File: src/rtl/buck_pwm_ctrl.sv
// ============================================================================
// Module   : buck_pwm_ctrl
// Brief    : Closed-loop integral PWM controller with soft-start and an
//            overcurrent fault latch with timed auto-restart.
// Revision : 1.0
// ============================================================================
`default_nettype none

module buck_pwm_ctrl #(
    parameter int WIDTH         = 18,
    parameter int PERIOD        = 200,
    parameter int CNT_W         = 8,
    parameter int DMAX          = 180,
    parameter int SS_STEP       = 2,
    parameter int KI_SHIFT      = 4,
    parameter int I_LIM         = 4096,
    parameter int FAULT_PERIODS = 8
) (
    input  logic                    clk,
    input  logic                    rst,
    input  logic                    en,
    input  logic signed [WIDTH-1:0] v_ref,
    input  logic signed [WIDTH-1:0] v_out,
    input  logic signed [WIDTH-1:0] i_mag,
    output logic                    gate,
    output logic [CNT_W-1:0]        duty,
    output logic [1:0]              state,
    output logic                    fault,
    output logic                    period_strobe
);

    localparam int FC_W = (FAULT_PERIODS > 1) ? $clog2(FAULT_PERIODS) : 1;
    localparam logic signed [WIDTH-1:0] C_I_LIM = WIDTH'(I_LIM);

    typedef enum logic [1:0] {
        ST_IDLE  = 2'd0,
        ST_SS    = 2'd1,
        ST_RUN   = 2'd2,
        ST_FAULT = 2'd3
    } state_t;

    state_t            r_state;
    logic [CNT_W-1:0]  r_cnt;
    logic [CNT_W-1:0]  r_acc;
    logic [CNT_W-1:0]  r_dlim;
    logic [CNT_W-1:0]  r_duty;
    logic [FC_W-1:0]   r_fcnt;
    logic              r_gate;

    logic              w_boundary;
    logic [CNT_W-1:0]  w_cnt_next;
    logic              w_oc;
    logic signed [WIDTH:0] w_err;
    logic signed [WIDTH:0] w_err_sh;
    logic [WIDTH+1:0]  w_sum;
    logic [CNT_W-1:0]  w_acc_upd;
    logic [CNT_W:0]    w_dlim_inc;
    logic [CNT_W-1:0]  w_dlim_step;
    logic [CNT_W-1:0]  w_duty_upd;

    assign w_boundary = (r_cnt == CNT_W'(PERIOD - 1));
    assign w_cnt_next = w_boundary ? '0 : r_cnt + 1'b1;
    assign w_oc       = (i_mag > C_I_LIM);

    // One extra bit keeps the error exact for any pair of setpoint/measurement.
    assign w_err    = {v_ref[WIDTH-1], v_ref} - {v_out[WIDTH-1], v_out};
    assign w_err_sh = w_err >>> KI_SHIFT;
    assign w_sum    = {{(WIDTH + 2 - CNT_W){1'b0}}, r_acc} + {w_err_sh[WIDTH], w_err_sh};

    // Anti-windup: the integrator never leaves [0, dlim].
    always_comb begin
        if (w_sum[WIDTH+1]) begin
            w_acc_upd = '0;
        end else if (w_sum > {{(WIDTH + 2 - CNT_W){1'b0}}, r_dlim}) begin
            w_acc_upd = r_dlim;
        end else begin
            w_acc_upd = w_sum[CNT_W-1:0];
        end
    end

    assign w_dlim_inc  = {1'b0, r_dlim} + (CNT_W + 1)'(SS_STEP);
    assign w_dlim_step = (w_dlim_inc > (CNT_W + 1)'(DMAX)) ? CNT_W'(DMAX) : w_dlim_inc[CNT_W-1:0];
    assign w_duty_upd  = (w_acc_upd < w_dlim_step) ? w_acc_upd : w_dlim_step;

    always_ff @(posedge clk) begin
        if (rst) begin
            r_state <= ST_IDLE;
            r_cnt   <= '0;
            r_acc   <= '0;
            r_dlim  <= '0;
            r_duty  <= '0;
            r_fcnt  <= '0;
            r_gate  <= 1'b0;
        end else begin
            r_cnt  <= w_cnt_next;
            r_gate <= 1'b0;
            if (!en) begin
                r_state <= ST_IDLE;
                r_acc   <= '0;
                r_dlim  <= '0;
                r_duty  <= '0;
                r_fcnt  <= '0;
            end else begin
                case (r_state)
                    ST_IDLE: begin
                        if (w_boundary) begin
                            r_state <= ST_SS;
                        end
                    end
                    ST_SS, ST_RUN: begin
                        if (w_oc) begin
                            r_state <= ST_FAULT;
                            r_acc   <= '0;
                            r_dlim  <= '0;
                            r_duty  <= '0;
                            r_fcnt  <= '0;
                        end else if (w_boundary) begin
                            r_acc  <= w_acc_upd;
                            r_dlim <= w_dlim_step;
                            r_duty <= w_duty_upd;
                            r_gate <= (w_cnt_next < w_duty_upd);
                            if (w_dlim_step == CNT_W'(DMAX)) begin
                                r_state <= ST_RUN;
                            end
                        end else begin
                            r_gate <= (w_cnt_next < r_duty);
                        end
                    end
                    default: begin
                        // Fault count saturates so a persistent overcurrent keeps us here.
                        if (w_boundary) begin
                            if (r_fcnt == FC_W'(FAULT_PERIODS - 1)) begin
                                if (!w_oc) begin
                                    r_state <= ST_SS;
                                end
                            end else begin
                                r_fcnt <= r_fcnt + 1'b1;
                            end
                        end
                    end
                endcase
            end
        end
    end

    assign gate          = r_gate;
    assign duty          = r_duty;
    assign state         = r_state;
    assign fault         = (r_state == ST_FAULT);
    assign period_strobe = w_boundary;

endmodule

`default_nettype wire
File: config.mk
export PLATFORM = sky130hd
export DESIGN_NAME = buck_pwm_ctrl
export DESIGN_NICKNAME = d
export VERILOG_FILES = /design/src/rtl/buck_pwm_ctrl.sv
export SDC_FILE = /design/constraint.sdc
export NUM_CORES = 1
export LEC_CHECK = 0
export CORE_AREA = 2 2 90 92
export DETAILED_ROUTE_END_ITERATION = 7
export DIE_AREA = 0 0 92 94
export PLACE_DENSITY = 0.79
export SYNTH_ARGS = -nofsm -noshare
export SYNTH_HDL_FRONTEND = slang
export SYNTH_SLANG_ARGS = --single-unit
File: constraint.sdc
create_clock -name clk -period 9.7 [get_ports clk]
set_clock_uncertainty 0.2 [all_clocks]
set_input_delay 1.455 -clock clk [delete_from_list [all_inputs] [get_ports clk]]
set_output_delay 1.455 -clock clk [all_outputs]
set_load 0.005 [all_outputs]
Word level (Yosys, flattened, before mapping)
Index checks and enable logic that the tools add are counted.

Multiplexer cells: 24. Eq/ne operators: 11. Order comparisons: 6. Reduce and logical (&&, ||, !) cells: 10. Bitwise gates (word level): 3. Add/subtract/negate cells: 5.

Operators with widths (count): $mux W8 (11); $lt A8 B8 Y1 (3); $gt A20 B8 Y1 (1); $sub A18 B18 Y19 (1); $gt A18 B14 Y1 const B (1); $add A9 B15 Y16 (1); $eq A8 B8 Y1 const B (2); $mux W2 (7); $add A8 B2 Y9 const B (1); $gt A9 B8 Y1 const B (1); $mux W3 (3); $add A8 B1 Y8 const B (1); $pmux W3 S2 (1); $reduce_and A6 Y1 (1); $eq A2 B2 Y1 const B (2); $ne A2 B2 Y1 const B (2); $pmux W2 S2 (1); $reduce_and A4 Y1 (1); $reduce_bool A2 Y1 (2); $reduce_or A2 Y1 (2); $reduce_or A4 Y1 (1); $add A3 B1 Y3 const B (1); $eq A3 B3 Y1 const B (1); $ne A3 B1 Y1 const B (1); other kinds (8) (10).

Bits of input ports: 57. Output and inout bits: 13. Bits in registers: 38. Logic and storage cells: 66.

Longest topological paths before layout
Gate-level depths: netlist (run 1).

Depth in word-level cells: 9. Mapped depth: 40. Gate-level depth less buffers: 39.

Worst setup path before layout (run 1)
Ideal clock, no wire load.

Kind: in2reg. Start: input v_out[2]. End: register r_gate (netlist: gate). Setup time: 0.060 ns. Required time: 9.440 ns. Buffers on the path: 1. Arrival time: 7.995 ns. Cell stages on the path: 39. Setup slack: 1.445 ns. Cells stage by stage: inv_1 > ha_1 > nand2_1 > o21ai_0 > nor2_1 > o21ai_0 > and2_1 > nor2_1 > xnor2_1 > ha_1 > nor2b_1 > o21ai_0 > a21boi_0 > o21ai_0 > nor2b_1 > xnor2_1 > ha_1 > a21o_1 > [3 not listed] > a32oi_2 > buf_6 > mux2i_1 > nor2_1 > ha_1 > o21a_1 > o21a_1 > a31oi_4 > a31oi_4 > a21oi_4 > mux2i_1 > ha_1 > a21o_1 > a21o_1 > a21oi_1 > o21ai_0 > o21ai_0 > a41o_1.

Longest elaborated chain between the ends: 9.

Ends and longest elaborated chain: from (decl) (line 23) `input logic signed [WIDTH-1:0] v_out,`; $sub A18 B18 Y19 * (line 66) `assign w_err = {v_ref[WIDTH-1], v_ref} - {v_out[WIDTH-1], v_out};`; $add A9 B15 Y16 * (line 68) `assign w_sum = {{(WIDTH + 2 - CNT_W){1'b0}}, r_acc} + {w_err_sh[WIDTH], w_err_sh};`; $gt A20 B8 Y1 (line 74) `end else if (w_sum > {{(WIDTH + 2 - CNT_W){1'b0}}, r_dlim}) begin`; $mux W8 (line 74); $mux W8 * (line 72) `if (w_sum[WIDTH+1]) begin`; $lt A8 B8 Y1 (line 83) `assign w_duty_upd = (w_acc_upd < w_dlim_step) ? w_acc_upd : w_dlim_step;`; $mux W8 * (line 83); $lt A8 B8 Y1 * (line 121) `r_gate <= (w_cnt_next < w_duty_upd);`; $mux W1 * (line 117) `end else if (w_boundary) begin`; to (signal assigned) (line 121); to (signal assigned) (line 126) `r_gate <= (w_cnt_next < r_duty);`; to (decl) (line 48) `logic r_gate;`.

Mark *: on every way between the ends. The rest lies on a longest branch, timed or not. A chain may end at the register's enable or synchronous reset.

Worst setup path after layout (run 1)
Same ends and word-level chain as after synthesis.

==> reports/results.txt, run 1 <==
fmax -> 0.111 GHz
Fin. Hold Viols -> 0
root buf cell -> clkbuf_8
Worst path max stage delay -> 460 ps
RSZ-0062 raised after global routing -> false
htree depth -> 2
share of cells above drive strength 1 -> 5.44%
number of I/O port buffers -> 69
Post-synth top flop -> dfxtp_1
Synth Register Bits -> 38
internal reg-to-reg setup slack -> 3030 ps
post-layout min period -> 8990 ps
via-per-instance ratio -> 5.84
Initial Util -> 54.3%
initial antenna violation count -> 0
clock transition at the registers of the reported paths -> 80 ps
Synth Area in Simple Gates -> 22.2%
Hold Startpoint -> duty[1]$_SDFFE_PP0P_
Core Rows -> 32
largest net degree at the start of global routing -> 20
die area -> 8650 sq um
Core Footprint -> 7610 sq um
drt pass-1 iters -> 7
worst flop-to-flop path startpoint -> r_acc[0]$_SDFFE_PP0P_
Post-Synth XOR/XNOR Area -> 4.87%
detailed-route via count -> 4142
top cells by area, synth -> ha_1 (19%), dfxtp_1 (18%), nor2_1 (5.2%), inv_1 (4.8%), a21oi_1 (4.4%)
DRC violation count after routing -> 0
nets@finish -> 727
type of destination of the critical path -> flip-flop
Max stage delay cell, worst path -> clkdlybuf4s50_1
Worst Path Required -> 9730 ps
hold_buf cts -> 0
WL per Instance -> 14.9 microns
Yosys top cell by area -> ha_1
max-cap viol count -> 0
gr usage total -> 25.3%
worst setup margin -> 711 ps
top-area cell type share of the netlist area -> 18.8%
setup tns final -> 0 ps
first-pass GRT wire length -> 17.9 mm
total wire length -> 10.5 mm
setup slack at placement -> 206 ps
post-synth cell types -> 64
diodes inserted -> 0
Synth Area in Compound Gates -> 25.2%
Synth async-reset ratio -> 0%
Die Y -> 94 microns
GRT overflow -> 0
Setup crit start kind -> primary input
Leak -> 2.15 nW
Syn Nets -> 656
Crit path arrival time -> 9020 ps
Area growth syn-to-layout -> 21.9%
Synth Area in Adders -> 19.3%
DP Wirelength -> 8.74 mm
synth warn -> 0
RR Endpoint -> gate$_SDFF_PP0_
Routed Antenna Nets -> 0
Synth Cell Area -> 4130 sq um
R2R cell count -> 32
die width -> 92 microns
CTS buffer count -> 5
clock latency at the later pin of the worst-skew pair -> 300 ps
Max clock buf depth -> 2
Cell Pwr Density -> 84.9 nW/um^2
number of synthesized flops with an enable pin -> 0
Max-slew headroom -> 48.3%
Sink Count -> 38
largest family of logic cells by synthesized area -> compound AO/OA/AOI/OAI gates
CP max FO -> 9
vias in the first global route -> 4077
pins over their slew limit -> 0
CTS tree -> built
Fillers -> 662
multiplexer share of the synthesized area -> 3.88%
fin crit share -> 92.7%
I/O pin cnt -> 70
outcome -> finished, final reports clean
routability cong. -> 0.914
Synth Instances -> 536
Worst VDD drop -> 0.0000433 V
Hold Path Sink -> duty[1]$_SDFFE_PP0P_
Worst-Margin Slew -> 775 ps
share of the yosys chip area belonging to registers -> 18.4%
First DRT Iteration DRCs -> 221
synthesized area per cell -> 7.71 sq um
Worst Hold Depth -> 2
critical path type -> in2reg
setup violators final -> 0
Hold Path Class -> reg2reg
placed cells by master (no fill, tap or decap), drive strengths merged, types with 12 or more instances in the layout:
cell type	instances
inv	53
nand2	31
ha	62
nand3	16
a22oi	13
dfxtp	38
nor2b	15
mux2i	16
a21oi	40
nor2	57
clkdlybuf4s50	69
xnor2	13
a21o	12
o21ai	33
cell usage after synthesis (2+ instances only):
library cell / count
a31oi_4: 2
a31oi_1: 2
xnor2_1: 13
a21oi_2: 3
a22o_1: 6
nor2_1: 57
a2bb2oi_1: 2
nor4_2: 2
or2_2: 3
o21ai_0: 24
o21a_1: 8
inv_1: 53
a2111oi_0: 2
a211oi_1: 4
nand2b_1: 7
a21o_1: 12
nor2b_1: 15
ha_1: 62
nand3b_1: 3
a21oi_1: 36
mux2i_1: 16
o21ai_1: 9
xor2_1: 10
a41o_1: 2
dfxtp_1: 38
o21bai_1: 2
a22oi_1: 13
or3_1: 3
nand4_1: 9
clkbuf_1: 8
nand2_1: 31
o22ai_1: 4
nor3_1: 11
nand3_1: 15
and3_1: 6
or2_1: 2
nor4_1: 5
and2_1: 9
buf_2: 2
timing repair:
| action | 4_1_cts | 5_1_grt |
|---|---|---|
| endpoints found under the setup margin | 0 | 1 |
| resized for setup | 0 | 3 |
| setup buffers | 0 | 3 |
worst max-delay path: cells and delay by family:
family	cells	cell delay, ps
AOI/OAI and AO/OA	20	3550
adders and majority gates	5	1480
buffers and inverters	4	850
and+or+nand+nor	7	830
muxes	2	500
xor gates and xnor gates	2	350
where the power goes:
group | switching [mW] | total (mW) | internal (mW)
sequential | 0.00103 | 0.158 | 0.157
combinational | 0.0855 | 0.164 | 0.0782
clock | 0.0579 | 0.106 | 0.0483
sequential cells by signal (all words and copies together), names as in the netlist:
register,cells
duty,8
r_acc,8
r_cnt,8
r_dlim,8
r_fcnt,3
state,2
gate,1
metal layers:
metal  track usage [%]  vias up  routed length, microns
met5                 0        -                       0
met4              9.95        0                     316
met3              3.61       29                     546
met2              49.5      144                    5460
met1              27.2     1911                    4220
li1                  -     2058                       -
per-stage QoR:
stage          util (%)  std cells  hold slack (ps)  power, mW  cell area [sq um]
2_1_floorplan         -        536              249      0.273               4130
3_3_place_gp       64.8        699              258      0.318               4930
3_5_place_dp       64.8        699              270      0.323               4930
4_1_cts            65.9        706              280      0.428               5010
5_1_grt            66.2        709              305      0.456               5040
6_report           66.2        709              276      0.428               5040
cells by family after synthesis:
logic type                 after synthesis
muxes                                   16
AOI/OAI and AO/OA                      149
adders and majority gates               63
buffers and inverters                   65
xor gates and xnor gates                23
DFF                                     38
and+or+nand+nor                        182
worst max-delay path by stage:
stage / start / to / slack, ps / cells past startpoint
after floorplan: v_out[2] / gate$_SDFF_PP0_ / 1450 / 39
after global placement: v_out[2] / gate$_SDFF_PP0_ / 580 / 40
after detailed placement: v_out[2] / gate$_SDFF_PP0_ / 210 / 40
after CTS: v_out[2] / gate$_SDFF_PP0_ / 500 / 40
after global routing: v_out[2] / gate$_SDFF_PP0_ / 50 / 40
final: v_out[2] / gate$_SDFF_PP0_ / 710 / 40
cell type report:
type	count	area, sq um	share of cell area [%]
inverter	53	199	3.95
clock buffer	5	68.8	1.37
sequential	38	761	15.1
timing repair buffer	76	743	14.8
multi-input combinational	433	3130	62.1
clock inverter	2	10.0	0.199
tap	102	128	2.53
(Power assumes the default switching activity.)
==> inputs of run 2 (changes only) <==
--- a/config.mk
+++ b/config.mk
@@ -9,6 +9,7 @@
 export DETAILED_ROUTE_END_ITERATION = 7
 export DIE_AREA = 0 0 92 94
 export PLACE_DENSITY = 0.79
+export SETUP_SLACK_MARGIN = 0.02
 export SYNTH_ARGS = -nofsm -noshare
 export SYNTH_HDL_FRONTEND = slang
 export SYNTH_SLANG_ARGS = --single-unit
==> results of run 2 <==
Final layout, timing and power as in run 1 (identical DEF).
==> inputs of run 3 (changes only) <==
--- a/config.mk
+++ b/config.mk
@@ -5,6 +5,7 @@
 export SDC_FILE = /design/constraint.sdc
 export NUM_CORES = 1
 export LEC_CHECK = 0
+export CAP_MARGIN = 20
 export CORE_AREA = 2 2 90 92
 export DETAILED_ROUTE_END_ITERATION = 7
 export DIE_AREA = 0 0 92 94
==> results of run 3 <==
Final layout, timing and power as in run 1 (identical DEF).
